===== src/rtl/weak_bus_pkg.sv =====
// Shared definitions for the two-master memory bus arbiter: state encodings,
// master indices, the timeout error word and the arbitration helpers.
package weak_bus_pkg;

    // Read data handed back to a master whose transaction timed out.
    localparam logic [31:0] ERR_DATA_DEFAULT = 32'hDEADBEEF;

    // Master indices; also the encoding used for err_id and last_grant.
    localparam logic M_FETCH = 1'b0;
    localparam logic M_DATA  = 1'b1;

    // Registered one-hot arbiter states.
    typedef enum logic [2:0] {
        ST_IDLE = 3'b001,
        ST_GNT0 = 3'b010,
        ST_GNT1 = 3'b100
    } state_t;

    // Fixed priority: the data port always beats the fetch port.
    function automatic logic pick_fixed(input logic req1);
        return req1 ? M_DATA : M_FETCH;
    endfunction

    // Round-robin: on a tie the master that did not complete last wins.
    function automatic logic pick_rr(input logic req0, input logic req1, input logic last);
        if (req0 && req1) begin
            return ~last;
        end
        return req1 ? M_DATA : M_FETCH;
    endfunction

endpackage


===== src/rtl/weak_arb_timer.sv =====
// Grant-latency counter: cleared while no grant is held, counts stalled grant
// cycles and flags the cycle in which the count reaches TIMEOUT-1.
// TIMEOUT=0 disables expiry entirely.
module weak_arb_timer
#(
    parameter int unsigned TIMEOUT = 16
)
(
    input  logic clk,
    input  logic rst,
    input  logic i_clr,
    input  logic i_en,
    output logic o_expired
);

    localparam int unsigned CW      = (TIMEOUT > 2) ? $clog2(TIMEOUT) : 1;
    localparam logic [CW-1:0] LAST  = CW'((TIMEOUT == 0) ? 0 : (TIMEOUT - 1));
    localparam bit   TMO_EN         = (TIMEOUT != 0);

    logic [CW-1:0] r_cnt;
    logic          w_at_last;

    assign w_at_last = (r_cnt == LAST);

    // Counter saturates at the last value; the arbiter leaves the grant there anyway.
    always_ff @(posedge clk) begin
        if (rst || i_clr) begin
            r_cnt <= '0;
        end else if (i_en && !w_at_last) begin
            r_cnt <= r_cnt + CW'(1);
        end
    end

    // Expiry is only meaningful when a finite timeout is configured.
    always_comb begin
        o_expired = 1'b0;
        if (TMO_EN) begin
            o_expired = w_at_last;
        end
    end

endmodule


===== src/rtl/weak_bus_arbiter.sv =====
// Two-master (fetch / data) to one-slave req/ack bus arbiter.
// One grant per transaction, 1-cycle arbitration in IDLE, ack/rdata routed to
// the winner only, master-drop and slave-timeout reported on err/err_id.
// Optional build macro WEAK_ARB_RR_EN selects round-robin arbitration with a
// last_grant register; otherwise m1 has fixed priority over m0.
module weak_bus_arbiter
    import weak_bus_pkg::*;
#(
    parameter int unsigned     AW       = 32,
    parameter int unsigned     DW       = 32,
    parameter int unsigned     TIMEOUT  = 16,
    parameter logic [DW-1:0]   ERR_DATA = DW'(ERR_DATA_DEFAULT)
)
(
    input  logic          clk,
    input  logic          rst,

    input  logic          m0_req,
    input  logic [AW-1:0] m0_addr,
    input  logic [DW-1:0] m0_wdata,
    input  logic          m0_wr,
    output logic          m0_ack,
    output logic [DW-1:0] m0_rdata,

    input  logic          m1_req,
    input  logic [AW-1:0] m1_addr,
    input  logic [DW-1:0] m1_wdata,
    input  logic          m1_wr,
    output logic          m1_ack,
    output logic [DW-1:0] m1_rdata,

    output logic          s_req,
    output logic [AW-1:0] s_addr,
    output logic [DW-1:0] s_wdata,
    output logic          s_wr,
    input  logic          s_ack,
    input  logic [DW-1:0] s_rdata,

    output logic          err,
    output logic          err_id
);

    state_t        r_state;
    state_t        w_next_state;
    logic          r_err_id;

    logic          w_in_gnt;
    logic          w_gnt_id;
    logic          w_sel_req;
    logic [AW-1:0] w_sel_addr;
    logic [DW-1:0] w_sel_wdata;
    logic          w_sel_wr;
    logic          w_expired;
    logic          w_drop;
    logic          w_done;
    logic          w_tmo;
    logic          w_finish;
    logic          w_err;
    logic [DW-1:0] w_ack_data;
    logic          w_pick;

    // Grant decode and mux of the granted master's request onto the slave side.
    assign w_in_gnt    = (r_state == ST_GNT0) || (r_state == ST_GNT1);
    assign w_gnt_id    = (r_state == ST_GNT1) ? M_DATA : M_FETCH;
    assign w_sel_req   = (w_gnt_id == M_DATA) ? m1_req   : m0_req;
    assign w_sel_addr  = (w_gnt_id == M_DATA) ? m1_addr  : m0_addr;
    assign w_sel_wdata = (w_gnt_id == M_DATA) ? m1_wdata : m0_wdata;
    assign w_sel_wr    = (w_gnt_id == M_DATA) ? m1_wr    : m0_wr;

    // Grant-state events: a dropped request wins over ack, and ack wins over timeout.
    assign w_drop     = w_in_gnt & ~w_sel_req;
    assign w_done     = w_in_gnt &  w_sel_req & s_ack;
    assign w_tmo      = w_in_gnt &  w_sel_req & ~s_ack & w_expired;
    assign w_finish   = w_done | w_tmo;
    assign w_err      = w_drop | w_tmo;
    assign w_ack_data = w_done ? s_rdata : ERR_DATA;

`ifdef WEAK_ARB_RR_EN
    logic r_last_grant;

    // Remember who completed last so a tie goes to the other master.
    always_ff @(posedge clk) begin
        if (rst) begin
            r_last_grant <= M_DATA;
        end else if (w_finish) begin
            r_last_grant <= w_gnt_id;
        end
    end

    assign w_pick = pick_rr(m0_req, m1_req, r_last_grant);
`else
    assign w_pick = pick_fixed(m1_req);
`endif

    // Stalled-grant cycle counter; held clear whenever no grant is active.
    weak_arb_timer #(
        .TIMEOUT   (TIMEOUT)
    ) u_timer (
        .clk       (clk),
        .rst       (rst),
        .i_clr     (~w_in_gnt),
        .i_en      (w_in_gnt & ~s_ack),
        .o_expired (w_expired)
    );

    // State register.
    always_ff @(posedge clk) begin
        if (rst) begin
            r_state <= ST_IDLE;
        end else begin
            r_state <= w_next_state;
        end
    end

    // Master index of the most recent error, held between pulses.
    always_ff @(posedge clk) begin
        if (rst) begin
            r_err_id <= M_FETCH;
        end else if (w_err) begin
            r_err_id <= w_gnt_id;
        end
    end

    // Next-state: arbitrate in IDLE, return to IDLE on completion, drop or timeout.
    always_comb begin
        w_next_state = r_state;
        case (r_state)
            ST_IDLE: begin
                if (m0_req || m1_req) begin
                    w_next_state = (w_pick == M_DATA) ? ST_GNT1 : ST_GNT0;
                end
            end
            ST_GNT0, ST_GNT1: begin
                if (w_drop || w_finish) begin
                    w_next_state = ST_IDLE;
                end
            end
            default: begin
                w_next_state = ST_IDLE;
            end
        endcase
    end

    // Outputs: slave drive and ack routing for the granted master; all zero in reset.
    always_comb begin
        s_req    = 1'b0;
        s_addr   = '0;
        s_wdata  = '0;
        s_wr     = 1'b0;
        m0_ack   = 1'b0;
        m0_rdata = '0;
        m1_ack   = 1'b0;
        m1_rdata = '0;
        err      = 1'b0;
        err_id   = 1'b0;
        if (!rst) begin
            if (w_in_gnt) begin
                s_req   = w_sel_req & ~w_tmo;
                s_addr  = w_sel_addr;
                s_wdata = w_sel_wdata;
                s_wr    = w_sel_wr;
            end
            if (w_finish) begin
                if (w_gnt_id == M_DATA) begin
                    m1_ack   = 1'b1;
                    m1_rdata = w_ack_data;
                end else begin
                    m0_ack   = 1'b1;
                    m0_rdata = w_ack_data;
                end
            end
            err    = w_err;
            err_id = w_err ? w_gnt_id : r_err_id;
        end
    end

endmodule


===== config.mk =====
export PLATFORM = sky130hd
export DESIGN_NAME = weak_bus_arbiter
export DESIGN_NICKNAME = d
export VERILOG_FILES = /design/src/rtl/weak_bus_pkg.sv /design/src/rtl/weak_arb_timer.sv /design/src/rtl/weak_bus_arbiter.sv
export SDC_FILE = /design/constraint.sdc
export NUM_CORES = 1
export LEC_CHECK = 0
export CAP_MARGIN = 20
export CORE_AREA = 2 2 117 119
export CTS_BUF_LIST = sky130_fd_sc_hd__clkbuf_4
export CTS_CLUSTER_SIZE = 10
export DETAILED_ROUTE_END_ITERATION = 12
export DIE_AREA = 0 0 119 121
export GPL_TIMING_DRIVEN = 1
export PLACE_DENSITY = 0.64
export SLEW_MARGIN = 20
export SYNTH_ARGS = -nofsm -noshare
export SYNTH_HDL_FRONTEND = slang
export SYNTH_HIERARCHICAL = 1
export SYNTH_SLANG_ARGS = --single-unit

===== constraint.sdc =====
create_clock -name clk -period 5.3 [get_ports clk]
set_input_delay 1.06 -clock clk [delete_from_list [all_inputs] [get_ports clk]]
set_output_delay 1.06 -clock clk [all_outputs]
set_load 0.01 [all_outputs]

Word-level counts from Yosys, hierarchy flattened
Index checks and enable logic that the tools add are counted.
Widths: inputs -> output; s select.
{"block": "op_classes", "n_addsub": 1, "n_mul": 0, "n_div": 0, "order_cmp": 0, "n_eq_ne": 6, "n_shift": 0, "mux": 34, "bitwise": 13, "n_reduce_logical": 8}
{"op": "$mux 32", "n": 13}
{"op": "$mux 1", "n": 17}
{"op": "$mux 3", "n": 3}
{"op": "$and 1x1->1", "n": 7}
{"op": "$pmux 3 s2", "n": 1}
{"op": "$add 4x1->4 const B", "n": 1}
{"op": "$eq 4x4->1 const B", "n": 1}
{"op": "$logic_or 1x1->1", "n": 4}
{"op": "$ne 2x2->1 const B", "n": 2}
{"op": "$not 1->1", "n": 4}
{"op": "$eq 3x1->1 const B", "n": 1}
{"op": "$eq 3x2->1 const B", "n": 1}
{"op": "$eq 3x3->1 const B", "n": 1}
{"op": "$or 1x1->1", "n": 2}
{"op": "$reduce_and 2->1", "n": 1}
{"op": "$reduce_or 2->1", "n": 1}
{"op": "$logic_and 1x1->1", "n": 1}
{"op": "$logic_not 1->1", "n": 1}
{"block": "totals", "ff_bits": 8, "latch_bits": 0, "mem_bits_rw": 0, "romBits": 0, "in_bits": 167, "out_inout_bits": 134, "n_memories": 0}

Depth between registers and ports, before layout
{"block": "depth", "word_depth": 10, "mapped_depth": 8}

By module
Netlist, hierarchy kept.
{"mod": "weak_bus_arbiter", "n_inst": 1, "cells_per_inst": 366, "area_per_inst_um2": 1762.9}
{"mod": "weak_arb_timer", "n_inst": 1, "cells_per_inst": 22, "area_per_inst_um2": 211.5}

Least setup slack after synthesis
No wires, ideal clock.
{"block": "synth_timing", "path_type": "in2out", "from": "in s_ack", "to": "out s_req", "arrival_time_ns": 2.067, "slack_ns": 2.173, "path_stages": 5, "cell_sequence": "clkbuf_1 -> nor2b_1 -> buf_2 -> buf_2 -> nor4_1"}
{"block": "synth_between", "elab_chain_cells": 7}
{"element": "start, declared", "line_no": "weak_bus_arbiter.sv:36", "text": "input logic s_ack,"}
{"element": "$not 1->1", "line_no": "weak_bus_arbiter.sv:73", "text": "assign w_tmo = w_in_gnt & w_sel_req & ~s_ack & w_expired;"}
{"element": "$and 1x1->1 (2 in series)", "line_no": "weak_bus_arbiter.sv:73"}
{"element": "$not 1->1", "line_no": "weak_bus_arbiter.sv:158", "text": "s_req = w_sel_req & ~w_tmo;"}
{"element": "$and 1x1->1", "line_no": "weak_bus_arbiter.sv:158"}
{"element": "$mux 1", "line_no": "weak_bus_arbiter.sv:157", "text": "if (w_in_gnt) begin"}
{"element": "$mux 1", "line_no": "weak_bus_arbiter.sv:156", "text": "if (!rst) begin"}
{"element": "end, declared", "line_no": "weak_bus_arbiter.sv:32", "text": "output logic s_req,"}
No other way between the ends.

Final worst setup path
{"block": "layout_timing", "from": "in rst", "to": "out s_wdata[1]"}
{"block": "layout_between", "elab_chain_cells": 1}
{"element": "start, declared", "line_no": "weak_bus_arbiter.sv:16", "text": "input logic rst,"}
{"element": "$mux 32", "line_no": "weak_bus_arbiter.sv:156"}
{"element": "end, declared", "line_no": "weak_bus_arbiter.sv:34", "text": "output logic [DW-1:0] s_wdata,"}
No other way between the ends.

==> qor.yml <==
synthesis:
  synth_top_area_cell: "nand2_1"
  ys_seq_area_share_pct: 8.11
  syn-instance-count: 388
  syn_area_um2: 1970
  synth-warning-count: 6
  synth_top_area_share_pct: 25.9
  synth_area_leaders: "nand2_1 26%, a21oi_1 21%, nor2_1 11%, dfxtp_1 8.1%, and3_1 5.4%"
  ys_types: 37
  ys_seq_elements: 8
  avgSynthCellArea_um2: 5.09
  synth.net_count: 556
drt:
  num_vias: 3728
  antenna_left: 0
  via_per_inst: 4.44
  drtIter0Drc: 211
  drt_wl_total_mm: 13.3
  drtPass1Iterations: 4
  wl_per_cell_um: 15.9
  route.detailed.drc: 0
floorplanning:
  num_rows: 42
  start_util_pct: 15.1
  core-area_um2: 13100
  die-area_um2: 14400
  die_w_um: 119
  die_h_um: 121
  pin_count: 301
min_path:
  min_to: "u_timer/r_cnt[1]"
  min_from: "u_timer/r_cnt[1]"
  hold-path-cell-count: 2
  hold_class: "flip-flop to flip-flop"
power:
  powerDensity_nw_per_um2: 65.6
  irDropWorstVdd_uv: 45.0
  power_uw: 337
  p_leak_nw: 1.92
clocking:
  cts_buffers: 3
  clkLatencyLatePin_ns: 0.25
  post-cts-setup-buffers: 0
  cts_buffer_depth: 2
  cts_resized: 0
  h-tree-depth: 1
  cts_tree: "built"
  cts_sinks: 8
  path_clk_slew_ns: 0.05
  ctsHoldBuffers: 0
  cts-root-buf: "clkbuf_4"
setup_path:
  rr_startpoint: "u_timer/r_cnt[0]"
  crit_fanout: 30
  timing.rr.end: "r_err_id"
  worstPathRequired_ns: 4.24
  endpoint_kind: "output pin"
  worst-r2r-setup-slack_ns: 3.01
  cp.arrival_ns: 3.49
  ff2ff_path_depth: 7
  crit_path_start_kind: "input port"
  critical_path_class: "input port to output pin"
final_layout:
  post-route-cell-area_um2: 5130
  final_util_pct: 39.2
  antenna_cells: 0
  syn_to_final_growth_pct: 160
  multi_input_area_um2: 1640
  final_cell_mix: "300 x clkdlybuf4s50_1, 134 x nand2_1, 84 x a21oi_1"
  nNetsFinal: 833
  drive_gt1_share_pct: 4.98
  final_cell_count_no_fill: 839
  fill_cells: 1329
  final_common_cell: "clkdlybuf4s50_1"
  area.sequential_um2: 160
timing:
  rsz0062_at_grt: "no"
  period_minus_slack_ns: 4.55
  finClkSkew_ns: 0.00170
  fmax_mhz: 220
  maxSlewViolCount: 0
  finalSetupViolCount: 0
  hold_viol_final: 0
  worstMarginPinSlew_ns: 0.782
  relSlewSlack_pct: 47.4
  setup_ws_ns: 0.755
  whs_ns: 0.514
  fin_crit_sh_pct: 85.8
  tns_ns: 0
grt:
  grt_remaining_overflow: 0
  grt_pass1_wl_mm: 19.6
  grt_pass1_vias: 3601
  antenna_found_initial: 0
  grt_max_degree: 45
  grt.total_usage_pct: 16.7
place:
  hpwl_mm: 10.7
  gp_congestion: 0.925
  io_buffers: 300
  place_inst: 836
  preCtsSetupSlack_ns: 0.729
  dpl-instance-area_um2: 5110
run:
  drv_cap: 0
outcome:
  outcome: "finished, final reports clean"
-- sequential cells by signal (all words and copies together), names as in the netlist --
name,flops
u_timer/r_cnt,4
r_state,3
r_err_id,1
-- routing by layer --
layer	part of all wire (%)	vias to the layer above	global-route usage [%]
li1	-	1826	-
met1	42	1660	21.5
met2	47	234	29.0
met3	9.6	8	4.18
met4	0.74	0	2.01
met5	0	-	0
-- cell usage after synthesis, drive strengths merged --
cell type,instances
nand4,1
nand4b,2
a21boi,1
nor2,60
o21ai,2
nor2b,4
buf,20
or3,1
nand2b,4
and2,1
nor4,2
nand3,3
xor2,1
nor3,2
o211ai,2
o22a,1
o41ai,1
nand2,136
inv,2
nor4b,1
nor3b,2
dfxtp,8
and3,17
mux2,2
a21oi,93
o22ai,1
clkbuf,17
ha,1
-- critical path, stage by stage --
cell             delay [ns]
clkdlybuf4s50_1        0.41
buf_4                  0.19
nor2_1                 0.19
nand2_2                0.38
a21oi_1                0.57
clkdlybuf4s50_1        0.66
-- cell families (layout without fill, tap and decap cells) --
family                   count (synthesis)  after routing  synth area share, %
AO/OA/AOI/OAI                          101            101                 29.0
XOR/XNOR                                 1              1                0.444
adder cells (fa/ha/maj)                  1              1                0.634
buffers and inverters                   39            314                 9.25
flip-flops                               8              8                 8.11
multiplexers                             2              2                 1.52
AND/OR/NAND/NOR                        236            236                 51.1
-- layout make-up --
type	instances	area share (%)
clock buffer	3	0.439
inverter	2	0.146
tap	176	4.29
multi-input combinational	341	31.9
timing repair buffer	309	60.1
sequential	8	3.12
-- worst max-delay path by stage --
stage / start / to / slack [ns] / depth (start not counted)
after floorplan: s_ack / s_req / 2.17 / 5
after detailed placement: rst / s_addr[5] / 0.73 / 7
final: rst / s_wdata[1] / 0.75 / 6
after CTS: rst / s_addr[5] / 0.72 / 7
after global routing: rst / s_addr[5] / 0.59 / 7
after global placement: rst / s_wdata[1] / 0.78 / 6
-- power breakdown --
group	total [mW]	switching [mW]	internal, mW	leakage (nW)
clock network	0.0451	0.0193	0.0258	0.0138
registers	0.0669	0.00498	0.0620	0.0650
logic	0.225	0.0799	0.145	1.84
total	0.337	0.104	0.232	1.92
Power figures use the tool's default switching activity.
